## src/rtl/gfsk_rx_controller.sv

```systemverilog
// GFSK packet receive sequencer: access-address search, header/payload/CRC framing, octet output.
// Optional BLE de-whitening of post-AA bits when GFSK_RX_DEWHITEN_EN is defined.
module gfsk_rx_controller #(
  parameter int unsigned AA_MAX_ERR  = 0,
  parameter int unsigned MAX_PDU_LEN = 255
) (
  input  logic        clk,
  input  logic        rst,
  input  logic        rx_enable,
  input  logic [31:0] access_address,
  input  logic [5:0]  channel_number,
  input  logic        phy_bit,
  input  logic        bit_valid,
  output logic [7:0]  octet,
  output logic        octet_valid,
  output logic        octet_is_crc,
  output logic [7:0]  pdu_length,
  output logic        aa_hit,
  output logic        packet_done,
  output logic        len_error,
  output logic        busy
);

  localparam logic [5:0] AaErrLim  = 6'(AA_MAX_ERR);
  localparam logic [8:0] MaxLenLim = 9'(MAX_PDU_LEN);

  typedef enum logic [1:0] {StIdle, StSearch, StHeader, StPayload} state_e;

  state_e      state_q;
  logic [31:0] aa_sr_q;
  logic [5:0]  fill_q;
  logic [7:0]  byte_sr_q;
  // 12 bits: the longest packet is (255 + 5) * 8 = 2080 bits, beyond an 11-bit range.
  logic [11:0] bit_cnt_q;
  logic [11:0] target_q;

  logic [31:0] aa_sr_next;
  logic [31:0] aa_diff;
  logic [5:0]  aa_dist;
  logic [5:0]  fill_next;
  logic        aa_match;
  logic        data_bit;
  logic [7:0]  byte_next;
  logic [11:0] cnt_next;
  logic        octet_done;
  logic [11:0] len_plus;
  logic [11:0] len_target;
  logic        len_bad;
  logic        crc_zone;

  assign aa_sr_next = {phy_bit, aa_sr_q[31:1]};
  assign aa_diff    = aa_sr_next ^ access_address;
  assign fill_next  = (fill_q == 6'd32) ? fill_q : fill_q + 6'd1;

  always_comb begin
    aa_dist = '0;
    for (int i = 0; i < 32; i++) begin
      aa_dist = aa_dist + {5'd0, aa_diff[i]};
    end
  end

  assign aa_match   = (fill_next == 6'd32) && (aa_dist <= AaErrLim);
  assign byte_next  = {data_bit, byte_sr_q[7:1]};
  assign cnt_next   = bit_cnt_q + 12'd1;
  assign octet_done = (cnt_next[2:0] == 3'd0);
  assign len_plus   = {4'd0, byte_next} + 12'd5;
  assign len_target = {len_plus[8:0], 3'b000};
  assign len_bad    = ({1'b0, byte_next} > MaxLenLim);
  // Last three octets of the frame are CRC; target_q is always >= 40 so no underflow.
  assign crc_zone   = (cnt_next > (target_q - 12'd24));

  assign busy = (state_q == StHeader) || (state_q == StPayload);

`ifdef GFSK_RX_DEWHITEN_EN
  logic [6:0] lfsr_q;
  logic       search_hit;
  logic       frame_bit;

  assign search_hit = rx_enable && bit_valid && (state_q == StSearch) && aa_match;
  assign frame_bit  = rx_enable && bit_valid && busy;

  always_ff @(posedge clk or posedge rst) begin
    if (rst) begin
      lfsr_q <= '0;
    end else if (search_hit) begin
      lfsr_q <= {channel_number[0], channel_number[1], channel_number[2], channel_number[3],
                 channel_number[4], channel_number[5], 1'b1};
    end else if (frame_bit) begin
      lfsr_q <= {lfsr_q[5:4], lfsr_q[3] ^ lfsr_q[6], lfsr_q[2:0], lfsr_q[6]};
    end
  end

  assign data_bit = phy_bit ^ lfsr_q[6];
`else
  logic unused_channel;
  assign unused_channel = ^channel_number;
  assign data_bit       = phy_bit;
`endif

  always_ff @(posedge clk or posedge rst) begin
    if (rst) begin
      state_q      <= StIdle;
      aa_sr_q      <= '0;
      fill_q       <= '0;
      byte_sr_q    <= '0;
      bit_cnt_q    <= '0;
      target_q     <= '0;
      octet        <= '0;
      octet_valid  <= 1'b0;
      octet_is_crc <= 1'b0;
      pdu_length   <= '0;
      aa_hit       <= 1'b0;
      packet_done  <= 1'b0;
      len_error    <= 1'b0;
    end else begin
      octet_valid  <= 1'b0;
      octet_is_crc <= 1'b0;
      aa_hit       <= 1'b0;
      packet_done  <= 1'b0;
      len_error    <= 1'b0;
      if (!rx_enable) begin
        // Disarm drops everything in flight and returns all outputs to their reset values.
        state_q    <= StIdle;
        aa_sr_q    <= '0;
        fill_q     <= '0;
        byte_sr_q  <= '0;
        bit_cnt_q  <= '0;
        target_q   <= '0;
        octet      <= '0;
        pdu_length <= '0;
      end else begin
        case (state_q)
          StIdle: begin
            state_q <= StSearch;
            fill_q  <= '0;
          end
          StSearch: begin
            if (bit_valid) begin
              aa_sr_q <= aa_sr_next;
              fill_q  <= fill_next;
              if (aa_match) begin
                aa_hit    <= 1'b1;
                state_q   <= StHeader;
                bit_cnt_q <= '0;
                byte_sr_q <= '0;
              end
            end
          end
          StHeader: begin
            if (bit_valid) begin
              byte_sr_q <= byte_next;
              bit_cnt_q <= cnt_next;
              if (octet_done) begin
                octet       <= byte_next;
                octet_valid <= 1'b1;
              end
              if (cnt_next == 12'd16) begin
                pdu_length <= byte_next;
                if (len_bad) begin
                  len_error <= 1'b1;
                  state_q   <= StSearch;
                  fill_q    <= '0;
                end else begin
                  target_q <= len_target;
                  state_q  <= StPayload;
                end
              end
            end
          end
          StPayload: begin
            if (bit_valid) begin
              byte_sr_q <= byte_next;
              bit_cnt_q <= cnt_next;
              if (octet_done) begin
                octet        <= byte_next;
                octet_valid  <= 1'b1;
                octet_is_crc <= crc_zone;
              end
              if (cnt_next == target_q) begin
                packet_done <= 1'b1;
                state_q     <= StSearch;
                fill_q      <= '0;
              end
            end
          end
          default: state_q <= StIdle;
        endcase
      end
    end
  end

endmodule

```

## config.mk

```make
export PLATFORM = sky130hd
export DESIGN_NAME = gfsk_rx_controller
export DESIGN_NICKNAME = d
export VERILOG_FILES = /design/src/rtl/gfsk_rx_controller.sv
export SDC_FILE = /design/constraint.sdc
export NUM_CORES = 1
export LEC_CHECK = 0
export ABC_AREA = 1
export CORE_MARGIN = 2
export CORE_UTILIZATION = 40
export CTS_BUF_LIST = sky130_fd_sc_hd__clkbuf_4
export CTS_CLUSTER_SIZE = 8
export DETAILED_ROUTE_END_ITERATION = 8
export PLACE_DENSITY_LB_ADDON = 0.08
export SYNTH_ARGS = -nofsm -noshare
export SYNTH_HDL_FRONTEND = slang
export SYNTH_SLANG_ARGS = --single-unit
```

## constraint.sdc

```tcl
create_clock -name clk -period 11.41 [get_ports clk]
set_clock_uncertainty 0.2 [all_clocks]
set_input_delay 1.7115 -clock clk [delete_from_list [all_inputs] [get_ports clk]]
set_output_delay 1.7115 -clock clk [all_outputs]
set_load 0.05 [all_outputs]
```

# [Word-level counts from Yosys, hierarchy flattened]
# Cells that the tools add are included.
[totals] romBits=0 memories=0 reg_bits=92 ramBits=0 in_bits=43 out_inout_bits=22 elab_cells=138 latchBits=0
[op_classes] muxes=55 addsub=35 n_mul=0 bitwise_logic=1 div=0 n_lt_le_gt_ge=2 shift=0 n_reduce_logical=11 n_eq_ne=22
[op_table] operator="$add 6x1->6" count=26
[op_table] operator="$mux 12" count=8
[op_table] operator="$mux 32" count=3
[op_table] operator="$mux 8" count=12
[op_table] operator="$xor 32x32->32" count=1
[op_table] operator="$mux 6" count=5
[op_table] operator="$pmux 12 s2" count=1
[op_table] operator="$pmux 6 s3" count=1
[op_table] operator="$mux 1" count=16
[op_table] operator="$pmux 8 s2" count=1
[op_table] operator="$mux 2" count=7
[op_table] operator="$add 12x1->12 const B" count=1
[op_table] operator="$eq 12x12->1" count=1
[op_table] operator="$eq 12x5->1 const B" count=1
[op_table] operator="$eq 6x6->1 const B" count=2
[op_table] operator="$gt 12x12->1" count=1
[op_table] operator="$ne 3x2->1 const B" count=4
[op_table] operator="$ne 3x3->1 const B" count=4
[op_table] operator="$sub 12x5->12 const B" count=1
[op_table] operator="$ne 2x1->1 const B" count=5
[op_table] operator="$add 8x3->9 const B" count=1
[op_table] operator="$pmux 2 s4" count=1
[op_table] operator="$reduce_and 4->1" count=2
[op_table] operator="$add 5x1->6" count=1
[op_table] operator="other kinds (17)" count=20

# [Longest topological paths before layout]
# Gate-level depths: netlist (run 1).
[depth] depth_word=38 depth_mapped=26 ltp_nobuf=26

# [Least setup slack after synthesis (run 1)]
# No wires, ideal clock.
[synth_timing] path_kind="input-to-reg" from="input access_address[1]" to="register state_q[0]" required_time_ns=11.093 arrival_time_ns=6.597 setup_time_ns=0.117 path_stages=22 n_path_buf=0 setup_slack_ns=4.496 path_cell_list="xnor2_1 -> fa_1 -> fa_1 -> fa_1 -> fa_1 -> fa_1 -> fa_1 -> inv_1 -> ha_1 -> fa_1 -> nor2_1 -> nand2_1 -> nor2_1 -> nand2_1 -> nor2_1 -> nand3_1 -> nand2_2 -> nand2_1 -> a21oi_1 -> nand2_1 -> nand2_1 -> nand2_1"
[synth_via] elab_chain_cells=36
[synth_lines] element="start, declared" line="10" source="input logic [31:0] access_address,"
[synth_lines] element="$xor 32x32->32" line="52" source="assign aa_diff = aa_sr_next ^ access_address;"
[synth_lines] element="$add 1x1->2" line="58" source="aa_dist = aa_dist + {5'd0, aa_diff[i]};"
[synth_lines] element="$add 2x1->3" line="58"
[synth_lines] element="$add 3x1->4" line="58"
[synth_lines] element="$add 4x1->5" line="58"
[synth_lines] element="$add 5x1->6" line="58"
[synth_lines] element="$add 6x1->6 (26 in series)" line="58"
[synth_lines] element="$le 6x1->1" line="62" source="assign aa_match = (fill_next == 6'd32) && (aa_dist <= AaErrLim);"
[synth_lines] element="$logic_and 1x1->1" line="62"
[synth_lines] element="$ne 3x3->1 (no line)"
[synth_lines] element="$reduce_and 6->1 (no line)"
[synth_lines] element="end signal, assigned" line="102" source="state_q <= StIdle;"
[synth_lines] element="end signal, assigned" line="123" source="state_q <= StIdle;"
[synth_lines] element="end signal, assigned" line="134" source="state_q <= StSearch;"
[synth_lines] element="end, declared" line="29" source="state_e state_q;"
# Every way passes these cells.
# A chain may end at the register's enable or synchronous reset.

# [Worst setup path in the final report (run 1)]
[layout_timing] from="input access_address[0]" to="register bit_cnt_q[8]"
[layout_via] elab_chain_cells=36
[layout_lines] element="$xor 32x32->32" line="52"
[layout_lines] element="$add 1x1->2" line="58"
[layout_lines] element="$add 2x1->3" line="58"
[layout_lines] element="$add 3x1->4" line="58"
[layout_lines] element="$add 4x1->5" line="58"
[layout_lines] element="$add 5x1->6" line="58"
[layout_lines] element="$add 6x1->6 (26 in series)" line="58"
[layout_lines] element="$le 6x1->1" line="62"
[layout_lines] element="$logic_and 1x1->1" line="62"
[layout_lines] element="$ne 3x3->1 (no line)"
[layout_lines] element="$reduce_and 4->1 (no line)"
[layout_lines] element="end signal, assigned" line="152" source="bit_cnt_q <= cnt_next;"
[layout_lines] element="end signal, assigned" line="173" source="bit_cnt_q <= cnt_next;"
[layout_lines] element="end, declared" line="34" source="logic [11:0] bit_cnt_q;"
# Every way passes these cells.

==> flow_summary.toml, run 1 <==
[power_and_ir_drop]
leakage_nw = 3.097
p_sw_mw = 0.3833
combPwrFrac = 0.467
seqPwrFrac = 0.359
clock_power_share = 0.174
power.density_mw_per_mm2 = 136.0
p_int_mw = 0.5243
p_sw_frac = 0.4223
ir_worst_vdd_v = 0.00008250

[synth]
yosysWarnings = 0
syn_nets = 778
synth_seq_cells = 87
netlist_area_mm2 = 0.005841
synth_top_cell_by_area = "dfrtp_1"
synth_area_leaders = "dfrtp_1, nand2_1, fa_1"
yosys.area.top_type_share = 0.3728
async_flop_share = 1.000
synth-main-ff-cell = "dfrtp_1"
syn-instance-count = 686
synth_edf_count = 0
synth_cell_types = 38
ys_seq_area_frac = 0.3728
avgSynthCellArea_um2 = 8.514

[drt]
wirelength_um = 14060
vias_per_cell = 5.108
drc = 0
drt_iter0_markers = 229
wl_per_cell_um = 15.16
ant_nets = 0
dr.pass1.iters = 5
via_count = 4735

[global_route]
grt_pass1_wl_um = 23920
gr-total-overflow = 0
grtUsageTotal = 0.1913
grt_pass1_vias = 4904
grt_max_degree = 49
antenna_found_initial = 0

[placement]
numPlacedInstances = 912
dp_hpwl_um = 10790
globalplace.congestion = 0.8696
portBuffers = 57

[worst_setup_path]
worstSetupPathType = "in -> reg"
end_kind = "flop"
cp.required_ps = 11600
cp.arrival_ps = 7790
cp-start-kind = "input pin"
worstPathMaxFanout = 16

[clocking]
tritoncts = "yes"
cts_buffers = 9
cts.path.max_buffers = 2
clk_pin_slew_ps = 150
post-cts-setup-buffer-count = 0
post_cts_resized = 0
htreeDepth = 3
clock_latency_ps = 480
hold_buffers = 0
cts-root-buf = "clkbuf_4"
clock_sinks = 87

[finish]
synthToLayoutAreaGrowth_pct = 14.22
final_cell_mix = "nand2_1, inv_1, dfrtp_1"
n_antenna_cell = 0
final_common_cell = "nand2_1"
drive_above_1_share = 0.09421
layoutNonFillerInstCount = 927
nets = 831

[timing]
period_needed_ps = 7600
min_period_over_period = 0.6661
worst_pin_slew_ps = 1057
setup_viol = 0
setup_tns_ps = 0
slew_violations = 0
max_freq_mhz = 131.6
hold_violations = 0
relSlewSlack = 0.2937
rsz0062_at_grt = "no"

[die]
dieArea_mm2 = 0.01558
rows = 44
io_pins = 65
die_h_um = 124.8
initial_utilization = 0.4049
core-area_mm2 = 0.01442
dieWidth_um = 124.8

[hold_path]
min_path_type = "reg -> reg"

[run]
cap_violations = 0

[outcome]
outcome = "completed"
-- cell usage after synthesis (2+ instances only) --
cell type,number
nand3b_1,8
nand2_1,131
nor3_1,5
nand2_2,13
buf_6,3
fa_1,24
buf_1,2
nor2_2,5
o21ai_1,8
nand4_1,10
nand3_1,60
inv_1,99
buf_4,2
nand3_2,10
a21oi_1,13
nor2_1,44
buf_2,3
clkbuf_1,8
nor2_8,2
xor2_1,9
nand2_4,5
o31ai_1,5
inv_2,3
o21ai_0,16
dfrtp_1,87
ha_1,25
nor2_4,2
o22ai_1,34
xnor2_1,33
o21ai_2,9
-- layout make-up --
| type | instances | area (µm²) |
|---|---|---|
| Multi-Input combinational cell | 479 | 3183 |
| Clock inverter | 6 | 36.28 |
| Sequential cell | 87 | 2177 |
| Fill cell | 1486 | 7752 |
| Tap cell | 184 | 230.2 |
| Timing Repair Buffer | 60 | 593.1 |
| Inverter | 102 | 384.1 |
| Clock buffer | 9 | 67.56 |
-- sequential cells by signal (all words and copies together), names as in the netlist --
name          flops
aa_sr_q          31
bit_cnt_q        12
target_q          9
octet             8
pdu_length        8
byte_sr_q         7
fill_q            6
state_q           2
aa_hit            1
octet_is_crc      1
octet_valid       1
packet_done       1
-- worst paths after layout --
| path | from | endpoint | slack [ps] | cells past startpoint |
|---|---|---|---|---|
| min in group asynchronous | rst | fill_q[5]$_DFFE_PP0P_ | 1450 | 2 |
| min | pdu_length[7]$_DFFE_PP0P_ | pdu_length[7]$_DFFE_PP0P_ | 320 | 2 |
| max | access_address[0] | bit_cnt_q[8]$_DFFE_PP0P_ | 3810 | 22 |
| max reg2reg | aa_sr_q[2]$_DFFE_PP0P_ | bit_cnt_q[8]$_DFFE_PP0P_ | 5040 | 21 |
| max in group asynchronous | rst | bit_cnt_q[3]$_DFFE_PP0P_ | 8460 | 3 |
| min reg2reg | pdu_length[7]$_DFFE_PP0P_ | pdu_length[7]$_DFFE_PP0P_ | 320 | 2 |
-- metrics by stage --
stage	hold WS [ps]	worst slack (ps)	instance area (µm²)	total power [mW]	utilization
2_1_floorplan	273.1	4496	5841	0.6478	-
3_3_place_gp	288.4	3306	6568	0.7425	0.4553
3_5_place_dp	294.1	3234	6568	0.7652	0.4553
4_1_cts	329.7	3752	6671	0.9249	0.4625
5_1_grt	349.8	3418	6671	1.003	0.4625
6_report	324.6	3810	6671	0.9076	0.4625
-- power groups by stage --
stage	registers [mW]	clock network [mW]	logic (mW)
after floorplan	0.330	0	0.318
after global placement	0.331	0	0.411
after detailed placement	0.332	0	0.433
after CTS	0.326	0.165	0.434
after global routing	0.327	0.179	0.497
final	0.326	0.158	0.424
-- kinds of logic after synthesis --
group | share of synthesized area
simple gates | 0.2528
buf+inv | 0.08290
compound gates | 0.09212
flops | 0.3728
fa+ha+maj | 0.1358
xor+xnor | 0.06298
other cells | 0.0006421
-- per-layer routing --
layer | global-route usage | share of wire | up-vias | wire, µm
li1 | - | - | 2327 | -
met1 | 0.2448 | 0.45 | 2294 | 6383
met2 | 0.3288 | 0.49 | 95 | 6937
met3 | 0.03179 | 0.035 | 19 | 498
met4 | 0.06601 | 0.017 | 0 | 239
met5 | 0 | 0 | - | 0
-- worst max-delay path, cell delays in order --
cell,delay [ps]
clkdlybuf4s50_1,420
xnor2_1,150
fa_1,530
fa_1,540
fa_1,520
fa_1,530
fa_1,520
fa_1,540
inv_1,40
ha_1,220
fa_1,440
nor2_1,90
nand2_1,60
nor2_1,100
nand2_1,70
nor2_1,110
nand3_1,130
nand2_2,110
nand3_2,310
inv_2,380
nand3_1,130
o21ai_0,110
No activity file was read; power rests on OpenSTA's default activity.
==> inputs of run 2 (changes only) <==
Clock period 11.41 ns to 6.4 ns, I/O delays scaled along.
==> run 2 against run 1 <==
Effect of this change: power grew 98%; non-clock buffer count grew 13; largest cell class unchanged; clock power grew 120%; sequential power grew 79%.
==> flow_summary.toml, run 2 (synthesis results as in run 1) <==
[drt]
dr.pass1.iters = 5
via_count = 4822
wirelength_um = 14700
ant_nets = 0
vias_per_cell = 5.108
drt_iter0_markers = 405
drc = 0
wl_per_cell_um = 15.57

[placement]
numPlacedInstances = 920
dp_hpwl_um = 10930
portBuffers = 57
globalplace.congestion = 0.8348

[clocking]
clk_pin_slew_ps = 170
clock_sinks = 87
hold_buffers = 0
cts-root-buf = "clkbuf_4"
cts.path.max_buffers = 2
cts_buffers = 9
tritoncts = "yes"
htreeDepth = 3
clock_latency_ps = 510

[die]
initial_utilization = 0.4049
dieArea_mm2 = 0.01558
dieWidth_um = 124.8
core-area_mm2 = 0.01442
rows = 44
io_pins = 65
die_h_um = 124.8

[power_and_ir_drop]
p_total_mw = 1.800
leakage_nw = 3.317
p_sw_frac = 0.4072
seqPwrFrac = 0.324
power.density_mw_per_mm2 = 256.9
combPwrFrac = 0.481
clock_power_share = 0.196
p_int_mw = 1.067
p_sw_mw = 0.7327
ir_worst_vdd_v = 0.0001707

[worst_setup_path]
cp-startpoint = "access_address[27]"
worstPathMaxFanout = 7
cp.arrival_ps = 6400
end_kind = "flop"
r2r_start = "aa_sr_q[12]$_DFFE_PP0P_"
worstSetupPathType = "in -> reg"
cp-start-kind = "input pin"
cp.required_ps = 6600

[global_route]
gr-total-overflow = 0
grt_max_degree = 47
grt_pass1_wl_um = 24250
grt_pass1_vias = 4869
grtUsageTotal = 0.1942
antenna_found_initial = 1

[finish]
final_common_cell = "nand2_1"
fill_cells = 1418
regMostFlops = "aa_sr_q"
layoutNonFillerInstCount = 944
synthToLayoutAreaGrowth_pct = 19.92
multi_input_area_mm2 = 0.003302
reg_top3 = "aa_sr_q: 31 flops, bit_cnt_q: 12 flops, target_q: 9 flops"
drive_above_1_share = 0.1359
nets = 845
largest_reg_flops = 31
final_cell_mix = "nand2_1, inv_1, dfrtp_1"
seqCellArea_mm2 = 0.002177

[timing]
relSlewSlack = 0.2996
hold_violations = 0
worst_pin_slew_ps = 1048
period_needed_ps = 6198
slew_violations = 0
min_period_over_period = 0.9684
max_freq_mhz = 161.4
setup_viol = 0

[outcome]
outcome = "completed"

[hold_path]
min_path_type = "reg -> reg"
min_from = "octet[3]$_DFFE_PP0P_"

[run]
cap_violations = 0
[run 2: layout make-up]
cell class,instances,area share
multi-input combinational,479,0.4714
tap,184,0.03287
sequential,87,0.3108
timing repair inverter,1,0.0008932
clock buffer,9,0.009646
inverter,102,0.05591
timing repair buffer,73,0.1068
antenna,2,0.0007145
clock inverter,7,0.01090
[run 2: critical path: stages]
cell and delay [ps]:
clkdlybuf4s50_1 520, xnor2_2 140, fa_1 450, fa_1 530, fa_1 450, fa_1 570, fa_1 430, fa_1 510
inv_1 40, ha_2 180, fa_1 430, nor2_1 110, nand2_1 50, nor2_1 90, nand2_1 60, nor2_1 80
nand3_1 100, nand2_2 140, nand3_4 190, clkbuf_16 230, nand2_1 50, o31ai_1 60
[run 2: path summary, 6_finish.rpt]
path                                              to  slack, ps  depth (start not counted)
setup / recovery            byte_sr_q[4]$_DFFE_PP0P_        200                         22
min in group asynchronous    aa_sr_q[25]$_DFFE_PP0P_        680                          2
setup reg to reg            byte_sr_q[4]$_DFFE_PP0P_        650                         21
hold / removal                  octet[3]$_DFFE_PP0P_        330                          2
hold reg to reg                 octet[3]$_DFFE_PP0P_        330                          2
max in group asynchronous  pdu_length[0]$_DFFE_PP0P_       4240                          3
[run 2: layer usage]
| layer | up-vias | routed length [µm] | global-route usage |
|---|---|---|---|
| met5 | - | 0 | 0 |
| met4 | 0 | 291 | 0.05882 |
| met3 | 22 | 476 | 0.03351 |
| met2 | 112 | 7482 | 0.3349 |
| met1 | 2332 | 6446 | 0.2501 |
| li1 | 2356 | - | - |
[run 2: power by group through the flow]
stage,logic (mW),registers (mW),clock network [mW]
floorplan,0.567,0.587,0
global placement,0.784,0.591,0
detailed placement,0.805,0.592,0
CTS,0.810,0.582,0.362
global route,0.985,0.585,0.385
finish,0.865,0.582,0.352
[run 2: through the flow]
stage | util | hold slack (ps) | worst slack [ps] | cell area (µm²) | setup TNS (ps)
6_report | 0.4856 | 327.9 | 202.3 | 7004 | 0
5_1_grt | 0.4854 | 357.7 | -35.70 | 7002 | -227.9
4_1_cts | 0.4695 | 337.0 | 3.670 | 6771 | 0
3_5_place_dp | 0.4595 | 301.4 | -514.6 | 6628 | -9647
3_3_place_gp | 0.4595 | 286.7 | -442.7 | 6628 | -8657
2_1_floorplan | - | 273.1 | 237.6 | 5841 | 0
[run 2: repair_timing]
item	4_1_cts	5_1_grt
resized for setup	0	35
buffers inserted	0	4
setup endpoints to repair	0	21
